$ cat src/rtl/sobel_writeback_if.sv
// sobel_writeback_if
//   Handshake and write-port bundle between the Sobel result stream / FSM
//   and the sobel_writeback block.
//   Signals:
//     start     FSM level enable (sobel_en); the block runs while high
//     in_valid  Sobel result available
//     in_data   unsigned gradient magnitude, IW bits
//     in_ready  result accepted when in_valid & in_ready
//     wr_en     output-RAM write strobe
//     wr_addr   output-RAM write address (row*WIDTH+col), AW bits
//     wr_data   8-bit write data
//     done      frame complete (sobel_done)
//   Modports: master = FSM/result source side, slave = sobel_writeback.
interface sobel_writeback_if #(
  parameter int AW = 10,
  parameter int IW = 11
);
  logic          start;
  logic          in_valid;
  logic [IW-1:0] in_data;
  logic          in_ready;
  logic          wr_en;
  logic [AW-1:0] wr_addr;
  logic [7:0]    wr_data;
  logic          done;

  modport master (
    output start, in_valid, in_data,
    input  in_ready, wr_en, wr_addr, wr_data, done
  );

  modport slave (
    input  start, in_valid, in_data,
    output in_ready, wr_en, wr_addr, wr_data, done
  );
endinterface

$ cat src/rtl/sobel_writeback.sv
// sobel_writeback
//   Writes the Sobel magnitude frame back to the output RAM. Walks every
//   address of a WIDTH x HEIGHT frame once in raster order: border pixels
//   are written with zero without consuming input, interior pixels consume
//   one streamed magnitude each, saturated to 8 bits. done is raised once
//   the last address has been issued and held until start drops.
//   Ports:
//     clk  rising-edge clock
//     rst  synchronous, active-high reset
//     bus  sobel_writeback_if.slave (start, in_valid/in_data/in_ready,
//          wr_en/wr_addr/wr_data, done)
module sobel_writeback #(
  parameter int WIDTH  = 32,
  parameter int HEIGHT = 32,
  parameter int AW     = 10,
  parameter int IW     = 11
) (
  input  logic               clk,
  input  logic               rst,
  sobel_writeback_if.slave   bus
);

  localparam int CW = $clog2(WIDTH);
  localparam int RW = $clog2(HEIGHT);
  localparam logic [CW-1:0] COL_LAST  = CW'(WIDTH - 1);
  localparam logic [RW-1:0] ROW_LAST  = RW'(HEIGHT - 1);
  localparam logic [AW-1:0] ADDR_LAST = AW'(WIDTH * HEIGHT - 1);

  typedef enum logic [1:0] {
    IDLE = 2'd0,
    RUN  = 2'd1,
    DONE = 2'd2
  } state_t;

  state_t        state;
  state_t        state_nxt;
  logic [RW-1:0] row;
  logic [CW-1:0] col;
  logic [AW-1:0] addr;
  logic          border;
  logic          at_last;
  logic          running;
  logic          advance;

  logic          vld_p1;
  logic [AW-1:0] addr_p1;
  logic [7:0]    data_p1;

  // Saturate the magnitude to the 8-bit pixel range.
  function automatic logic [7:0] clamp8(input logic [IW-1:0] x);
    return (x > IW'(255)) ? 8'hFF : x[7:0];
  endfunction

  assign border  = (row == '0) || (row == ROW_LAST) ||
                   (col == '0) || (col == COL_LAST);
  assign at_last = (addr == ADDR_LAST);
  // Dropping start in RUN aborts on that same edge, so nothing is
  // accepted or written once start is low.
  assign running = (state == RUN) && bus.start;
  assign advance = running && (border || bus.in_valid);

  assign bus.in_ready = running && !border;
  assign bus.done     = (state == DONE);
  assign bus.wr_en    = vld_p1;
  assign bus.wr_addr  = addr_p1;
  assign bus.wr_data  = data_p1;

  always_ff @(posedge clk) begin
    if (rst) state <= IDLE;
    else     state <= state_nxt;
  end

  always_comb begin
    state_nxt = state;
    case (state)
      IDLE: if (bus.start) state_nxt = RUN;
      RUN: begin
        if (!bus.start)              state_nxt = IDLE;
        else if (advance && at_last) state_nxt = DONE;
      end
      DONE: if (!bus.start) state_nxt = IDLE;
      default: state_nxt = IDLE;
    endcase
  end

  // Cursor: row/col for border detection, addr kept as its own counter so
  // no row*WIDTH multiply is needed. Held at zero outside an active run.
  always_ff @(posedge clk) begin
    if (rst || !running || (advance && at_last)) begin
      row  <= '0;
      col  <= '0;
      addr <= '0;
    end else if (advance) begin
      addr <= addr + 1'b1;
      if (col == COL_LAST) begin
        col <= '0;
        row <= row + 1'b1;
      end else begin
        col <= col + 1'b1;
      end
    end
  end

  // p0 -> p1: registered write strobe, one cycle after the advance edge.
  always_ff @(posedge clk) begin
    if (rst) begin
      vld_p1  <= 1'b0;
      addr_p1 <= '0;
      data_p1 <= '0;
    end else begin
      vld_p1 <= advance;
      if (advance) begin
        addr_p1 <= addr;
        data_p1 <= border ? 8'd0 : clamp8(bus.in_data);
      end
    end
  end

endmodule

$ cat src/flat_wrapper.sv
// flat-port wrapper written by rule: the top's interface ports become plain ports
module sobel_writeback_flat 
#(
  parameter int WIDTH  = 32,
  parameter int HEIGHT = 32,
  parameter int AW     = 10,
  parameter int IW     = 11
)
  (clk, rst, bus_start, bus_in_valid, bus_in_data, bus_in_ready, bus_wr_en, bus_wr_addr, bus_wr_data, bus_done);
  sobel_writeback_if #(.AW(AW), .IW(IW)) bus_i ();
  input  logic clk;
  input  logic rst;
  input wire logic [$bits(bus_i.start)-1:0] bus_start;
  input wire logic [$bits(bus_i.in_valid)-1:0] bus_in_valid;
  input wire logic [$bits(bus_i.in_data)-1:0] bus_in_data;
  output wire logic [$bits(bus_i.in_ready)-1:0] bus_in_ready;
  output wire logic [$bits(bus_i.wr_en)-1:0] bus_wr_en;
  output wire logic [$bits(bus_i.wr_addr)-1:0] bus_wr_addr;
  output wire logic [$bits(bus_i.wr_data)-1:0] bus_wr_data;
  output wire logic [$bits(bus_i.done)-1:0] bus_done;
  assign bus_i.start = bus_start;
  assign bus_i.in_valid = bus_in_valid;
  assign bus_i.in_data = bus_in_data;
  assign bus_in_ready = bus_i.in_ready;
  assign bus_wr_en = bus_i.wr_en;
  assign bus_wr_addr = bus_i.wr_addr;
  assign bus_wr_data = bus_i.wr_data;
  assign bus_done = bus_i.done;
  sobel_writeback #(.WIDTH(WIDTH), .HEIGHT(HEIGHT), .AW(AW), .IW(IW)) u_core (.clk(clk), .rst(rst), .bus(bus_i));
endmodule
$ cat config.mk
export PLATFORM = sky130hd
export DESIGN_NAME = sobel_writeback_flat
export DESIGN_NICKNAME = d
export VERILOG_FILES = /design/src/rtl/sobel_writeback_if.sv /design/src/rtl/sobel_writeback.sv /design/src/flat_wrapper.sv
export SDC_FILE = /design/constraint.sdc
export NUM_CORES = 1
export LEC_CHECK = 0
export BUFFER_PORTS_ARGS = -buffer_cell sky130_fd_sc_hd__buf_2
export CAP_MARGIN = 0
export CORE_UTILIZATION = 45
export CTS_CLUSTER_SIZE = 12
export DETAILED_ROUTE_END_ITERATION = 16
export PLACE_DENSITY = 0.76
export SETUP_SLACK_MARGIN = 0.02
export SLEW_MARGIN = 20
export SYNTH_ARGS = -nofsm -noshare
export SYNTH_HDL_FRONTEND = slang
export SYNTH_SLANG_ARGS = --single-unit
$ cat constraint.sdc
create_clock -name clk -period 2.2 [get_ports clk]
set_input_delay 0.22 -clock clk [delete_from_list [all_inputs] [get_ports clk]]
set_output_delay 0.22 -clock clk [all_outputs]
set_load 0.01 [all_outputs]
After elaboration in Yosys (flattened, before gate mapping)

Index checks and enable logic that the tools add are counted.

Add/sub/neg operators: 3
$lt $le $gt $ge: 1
Equality and inequality tests: 8
Muxes and demuxes: 8
Reduce and logical (&&, ||, !) cells: 17

Operator list:

| operator                                                              | number |
|---|---|
| 8-bit 2-to-1 mux                                                      | 2 |
| 11-bit by 8-bit > comparator with 1-bit output, second input constant | 1 |
| 10-bit by 1-bit adder with 10-bit output, second input constant       | 1 |
| 5-bit by 1-bit adder with 5-bit output, second input constant         | 2 |
| 10-bit == test, second input constant                                 | 1 |
| 5-bit == test, second input constant                                  | 2 |
| 5-bit logical NOT                                                     | 2 |
| 2-bit 2-to-1 mux                                                      | 4 |
| 1-bit logical OR                                                      | 6 |
| 2-bit one-hot mux with 3 select lines                                 | 1 |
| 5-bit 2-to-1 mux                                                      | 1 |
| 1-bit logical AND                                                     | 4 |
| 2-bit != test, second input constant                                  | 2 |
| 3-bit != test, second input constant                                  | 1 |
| 3-bit AND reduction                                                   | 1 |
| 2-bit by 1-bit == test with 1-bit output, second input constant       | 1 |
| 2-bit == test, second input constant                                  | 1 |
| 1-bit logical NOT                                                     | 2 |
| 2-bit logical NOT                                                     | 1 |
| 2-bit AND reduction                                                   | 1 |

Flip-flop bits (word level): 41
Output and inout bits: 21

Logic depth before layout (Yosys ltp)

Depth after elaboration: 10
Gate-level depth with buffers: 9
Gate-level depth less buffers: 7

Worst setup path after synthesis

OpenSTA, ideal clock, no wires.

Kind: register to register
Start point: register u_core.col[0]
End point: register u_core.col[3]
Library setup time: 0.079 ns
Arrival time: 1.954 ns
Data required time: 2.121 ns
Path slack: 0.166 ns
Stages on the path, launching flop included: 8
Path buffers: 1
Clock period less this slack: 2.034 ns
Path through: dfxtp_1 -> inv_1 -> ha_1 -> or4b_1 -> and4_4 -> buf_6 -> or4_1 -> a211oi_2

Word-level cells in the longest chain between the ends: 7

RTL lines:

| item                                                                           | RTL line              | RTL |
|---|---|---|
| from (decl)                                                                    | sobel_writeback.sv:38 | `logic [CW-1:0] col;` |
| from (signal assigned)                                                         | sobel_writeback.sv:99 | `col <= col + 1'b1;` |
| branches (longest 7 deep; another with 5-bit by 1-bit adder with 5-bit output) | --                    |  |

Parallel ways; which one is timed is not known.
A chain may end at the register's enable or synchronous reset.

Worst setup path in the final report

Start point: register u_core.col[0]
End point: output port bus_in_ready

Word-level cells in the longest chain between the ends: 5

RTL lines:

| item                  | RTL line              | RTL |
|---|---|---|
| 5-bit logical NOT     | sobel_writeback.sv:55 | `(col == '0) \|\| (col == COL_LAST);` |
| 1-bit logical OR      | sobel_writeback.sv:54 | `assign border = (row == '0) \|\| (row == ROW_LAST) \|\|` |
| 1-bit logical OR (*)  | sobel_writeback.sv:55 |  |
| 1-bit logical NOT (*) | sobel_writeback.sv:62 | `assign bus.in_ready = running && !border;` |
| 1-bit logical AND (*) | sobel_writeback.sv:62 |  |
| to (decl)             | flat_wrapper.sv:16    | `output wire logic [$bits(bus_i.in_ready)-1:0] bus_in_ready;` |

Mark *: on every way between the ends. The rest lies on a longest branch, timed or not.

==> impl_summary.txt <==
----------------------------------------------------
[Outcome]
  Outcome ... complete, no violations

[Synth]
  Count of unique library cells instantiated by Yosys ... 37
  Netlist area before placement ... 0.00193 mm²
  Number of enable flip-flop cells after synthesis ... 0
  Number of synthesized register bits ... 41
  Number of nets in the synthesized netlist ... 250
  Synth Area per Inst ... 8.44 µm²
  Ys async rst share ... 0%
  Number of warnings issued by yosys ... 0
  Count of mapped cells out of synthesis ... 229
  Register area share after synthesis ... a little over two fifths
  Synth Flop Type ... sky130_fd_sc_hd__dfxtp_1

[STA]
  Normalized max-slew margin ... ~75%
  Number of endpoints with negative hold slack in the final report ... 0
  Fmax ... 477 MHz
  Max-slew violation count ... 0
  Minimum clock period after layout ... 2100 ps
  Hold Slack ... 260 ps
  Setup_tns ... 0 ps
  Worst clock skew on the final layout ... 7.05 ps
  Share of the clock period used by the worst path after layout ... 95.3%
  Unrepaired setup endpoints after global routing ... no
  Worst-Margin Slew ... 379 ps
  Setup-violating endpoint count in the final report ... 0

[CTS]
  H-tree depth ... 2
  Number of buffers between clock root and the deepest sink ... 2
  Clk Latency, worst-skew pair ... 290 ps
  Clock-pin slew on the worst setup and hold paths ... 80 ps
  Master cell of the clock root buffer ... sky130_fd_sc_hd__clkbuf_8
  Number of buffers created by CTS ... 5
  Clock tree from TritonCTS ... built
  Num Clock Sinks ... 41
  Hold-fix buffers at CTS ... 0

[Critical path]
  CP Buf/Inv Count ... 2
  Critical Path, Cell by Cell ... inv_1 > ha_1 > or4b_4 > and4b_1 > and2_1 > buf_2
  Kind of cell with the highest combined delay on the critical path ... simple AND/OR/NAND/NOR gates
  CP required ... around 2000 ps
  Worst path slowest cell ... sky130_fd_sc_hd__or4b_4
  Arrival time at the worst endpoint ... around 1900 ps
  Peak per-stage delay on the critical path ... 500 ps
  Maximum fanout along the worst path ... 5
  Category of the most critical setup path ... register to output pin
  Reg-to-reg critical path startpoint ... u_core.col[0]
  Critical path startpoint ... u_core.col[0]
  Endpoint type of the worst setup path ... output pin
  Startpoint kind of the worst setup timing path ... register

[Place]
  DPL Wire Length ... around 2.8 mm
  Number of buffer cells added on primary ports ... 35
  Routability congestion estimate ... 0.784

[Floorplan]
  Rows ... 23
  Die area ... 0.00456 mm²
  Initial core utilization ... 47.6%
  Placeable Area ... 0.00406 mm²
  Die Y-Extent ... 67.5 µm
  Die width ... 67.5 µm
  Total I/O pin count ... 36

[Finish]
  Most common cell after layout, fill and taps aside ... sky130_fd_sc_hd__dfxtp_1
  Sequential cell area ... 822 µm²
  Antenna cell count ... 0
  Nets ... approximately 290
  Highest-count cells in the layout ignoring fill and taps ... sky130_fd_sc_hd__dfxtp_1, sky130_fd_sc_hd__buf_2, sky130_fd_sc_hd__a21oi_1
  Area occupied by multi-input gates ... around 0.0010 mm²
  Share of cells above drive strength 1 ... 23.9%
  Area added between synthesis and finish ... 18.1%
  Count of fill cells added during filler insertion ... roughly 360

[Power]
  Leakage dissipation ... 0.835 nW
  Power density relative to cell area ... 550 mW/mm²
  Peak supply drop ... roughly 0.35 mV

[Detailed routing]
  Post-DRT Antenna Nets ... 0
  DR DRC count ... 0
  Total number of vias ... 1,866
  Routed wire length ... 4.46 mm
  Detailed-router iteration count before antenna repair ... 4
  Detailed router's first-iteration violation count ... approximately 200
  Vias per inst ... 5.94
  DR WL/cell ... 14.2 µm

[Global route]
  Global-route wire length before repair ... 6.75 mm
  Largest net degree at the start of global routing ... 32
  Via count of the first global-routing pass ... 1,533
  Initial antenna violation count ... 0
  Global route total overflow ... 0
  All-layer global routing usage ... 19.8%

[Min path]
  Origin of the worst min-delay path ... bus_start
  Worst Hold Class ... input port to register

[Run]
  Max Cap Violations ... 0

----------------------------------------------------
## repair_timing
| item | in CTS | in global routing |
|---|---|---|
| setup buffers | 0 | 3 |
| endpoints found under the hold margin | 0 | 0 |
| setup endpoints to repair | 0 | 29 |
| resized for setup | 0 | 6 |
## tightest hold or removal path: stages
cell	delay (ps)
sky130_fd_sc_hd__buf_2	120
sky130_fd_sc_hd__nand2b_1	100
sky130_fd_sc_hd__a211oi_1	60
## final timing paths
kind                                               to  slack, ps  depth (start not counted)
worst max-delay path                     bus_in_ready        100                          6
worst min-delay path                  u_core.state[0]        260                          3
worst max register to register          u_core.col[3]        140                          6
worst min register to register  u_core.bus.wr_addr[3]        470                          2
## cell families (layout without fill, tap and decap cells)
group,Yosys count,after routing,synth area share (%)
DFF,41,41,42.5
and+or+nand+nor,75,77,23.2
xor gates and xnor gates,4,4,1.81
adders and majority gates,6,6,3.89
AOI/OAI and AO/OA,78,78,22.9
muxes,1,1,0.518
buffers and inverters,24,57,5.18
## sequential cells by signal (all words and copies together) (netlist names)
register / cells
u_core.row: 5
u_core.state: 2
u_core.bus.wr_en: 1
u_core.bus.wr_data: 8
u_core.bus.wr_addr: 10
u_core.col: 5
u_core.addr: 10
## power breakdown
group	total (W)	internal (W)	switching, W
logic	0.0000568	0.0000225	0.0000343
registers	0.000745	0.000743	0.00000192
clock network	0.000454	0.000209	0.000245
## cells in the mapped netlist (2+ instances only)
cell	instances	share of area [%]
sky130_fd_sc_hd__nand4_1	8	2.6
sky130_fd_sc_hd__dfxtp_1	41	42
sky130_fd_sc_hd__inv_1	4	0.78
sky130_fd_sc_hd__nand2_1	4	0.78
sky130_fd_sc_hd__and3_1	2	0.65
sky130_fd_sc_hd__a211oi_1	2	0.78
sky130_fd_sc_hd__o21ai_0	29	7.5
sky130_fd_sc_hd__xor2_1	3	1.4
sky130_fd_sc_hd__clkbuf_1	16	3.1
sky130_fd_sc_hd__buf_2	2	0.52
sky130_fd_sc_hd__a21oi_1	31	8.0
sky130_fd_sc_hd__nand3_1	27	7.0
sky130_fd_sc_hd__o31ai_1	6	2.3
sky130_fd_sc_hd__nor2_1	8	1.6
sky130_fd_sc_hd__or3_1	5	1.6
sky130_fd_sc_hd__or4_1	6	2.3
sky130_fd_sc_hd__and4b_1	2	1.0
sky130_fd_sc_hd__ha_1	6	3.9
sky130_fd_sc_hd__o21a_1	8	3.1
sky130_fd_sc_hd__and4_1	2	0.91
## metrics by stage
stage	instance area (µm²)	utilization (%)	power [W]	setup slack [ps]	instances
2_1_floorplan	1930	-	0.000795	166	229
3_3_place_gp	2150	53.0	0.000817	105	303
3_5_place_dp	2150	53.0	0.000818	43.4	303
4_1_cts	2230	54.9	0.00126	32.7	309
5_1_grt	2280	56.2	0.00129	34.9	314
6_report	2280	56.2	0.00126	104	314
## routing by layer
layer	vias to the layer above	global-route usage [%]	share of wire, %
met5	-	0	0
met4	0	8.78	1.6
met3	9	4.05	5.0
met2	53	31.4	48
met1	879	25.7	46
li1	925	-	-
## area by class of cell
class                           instances  area share [%]
Sequential cell                        41            36.0
Clock buffer                            5            3.02
Tap cell                               50            2.74
Timing Repair Buffer                   47            11.6
Clock inverter                          1           0.219
Inverter                                4           0.658
Multi-Input combinational cell        166            45.7
Power figures use the tool's default switching activity.
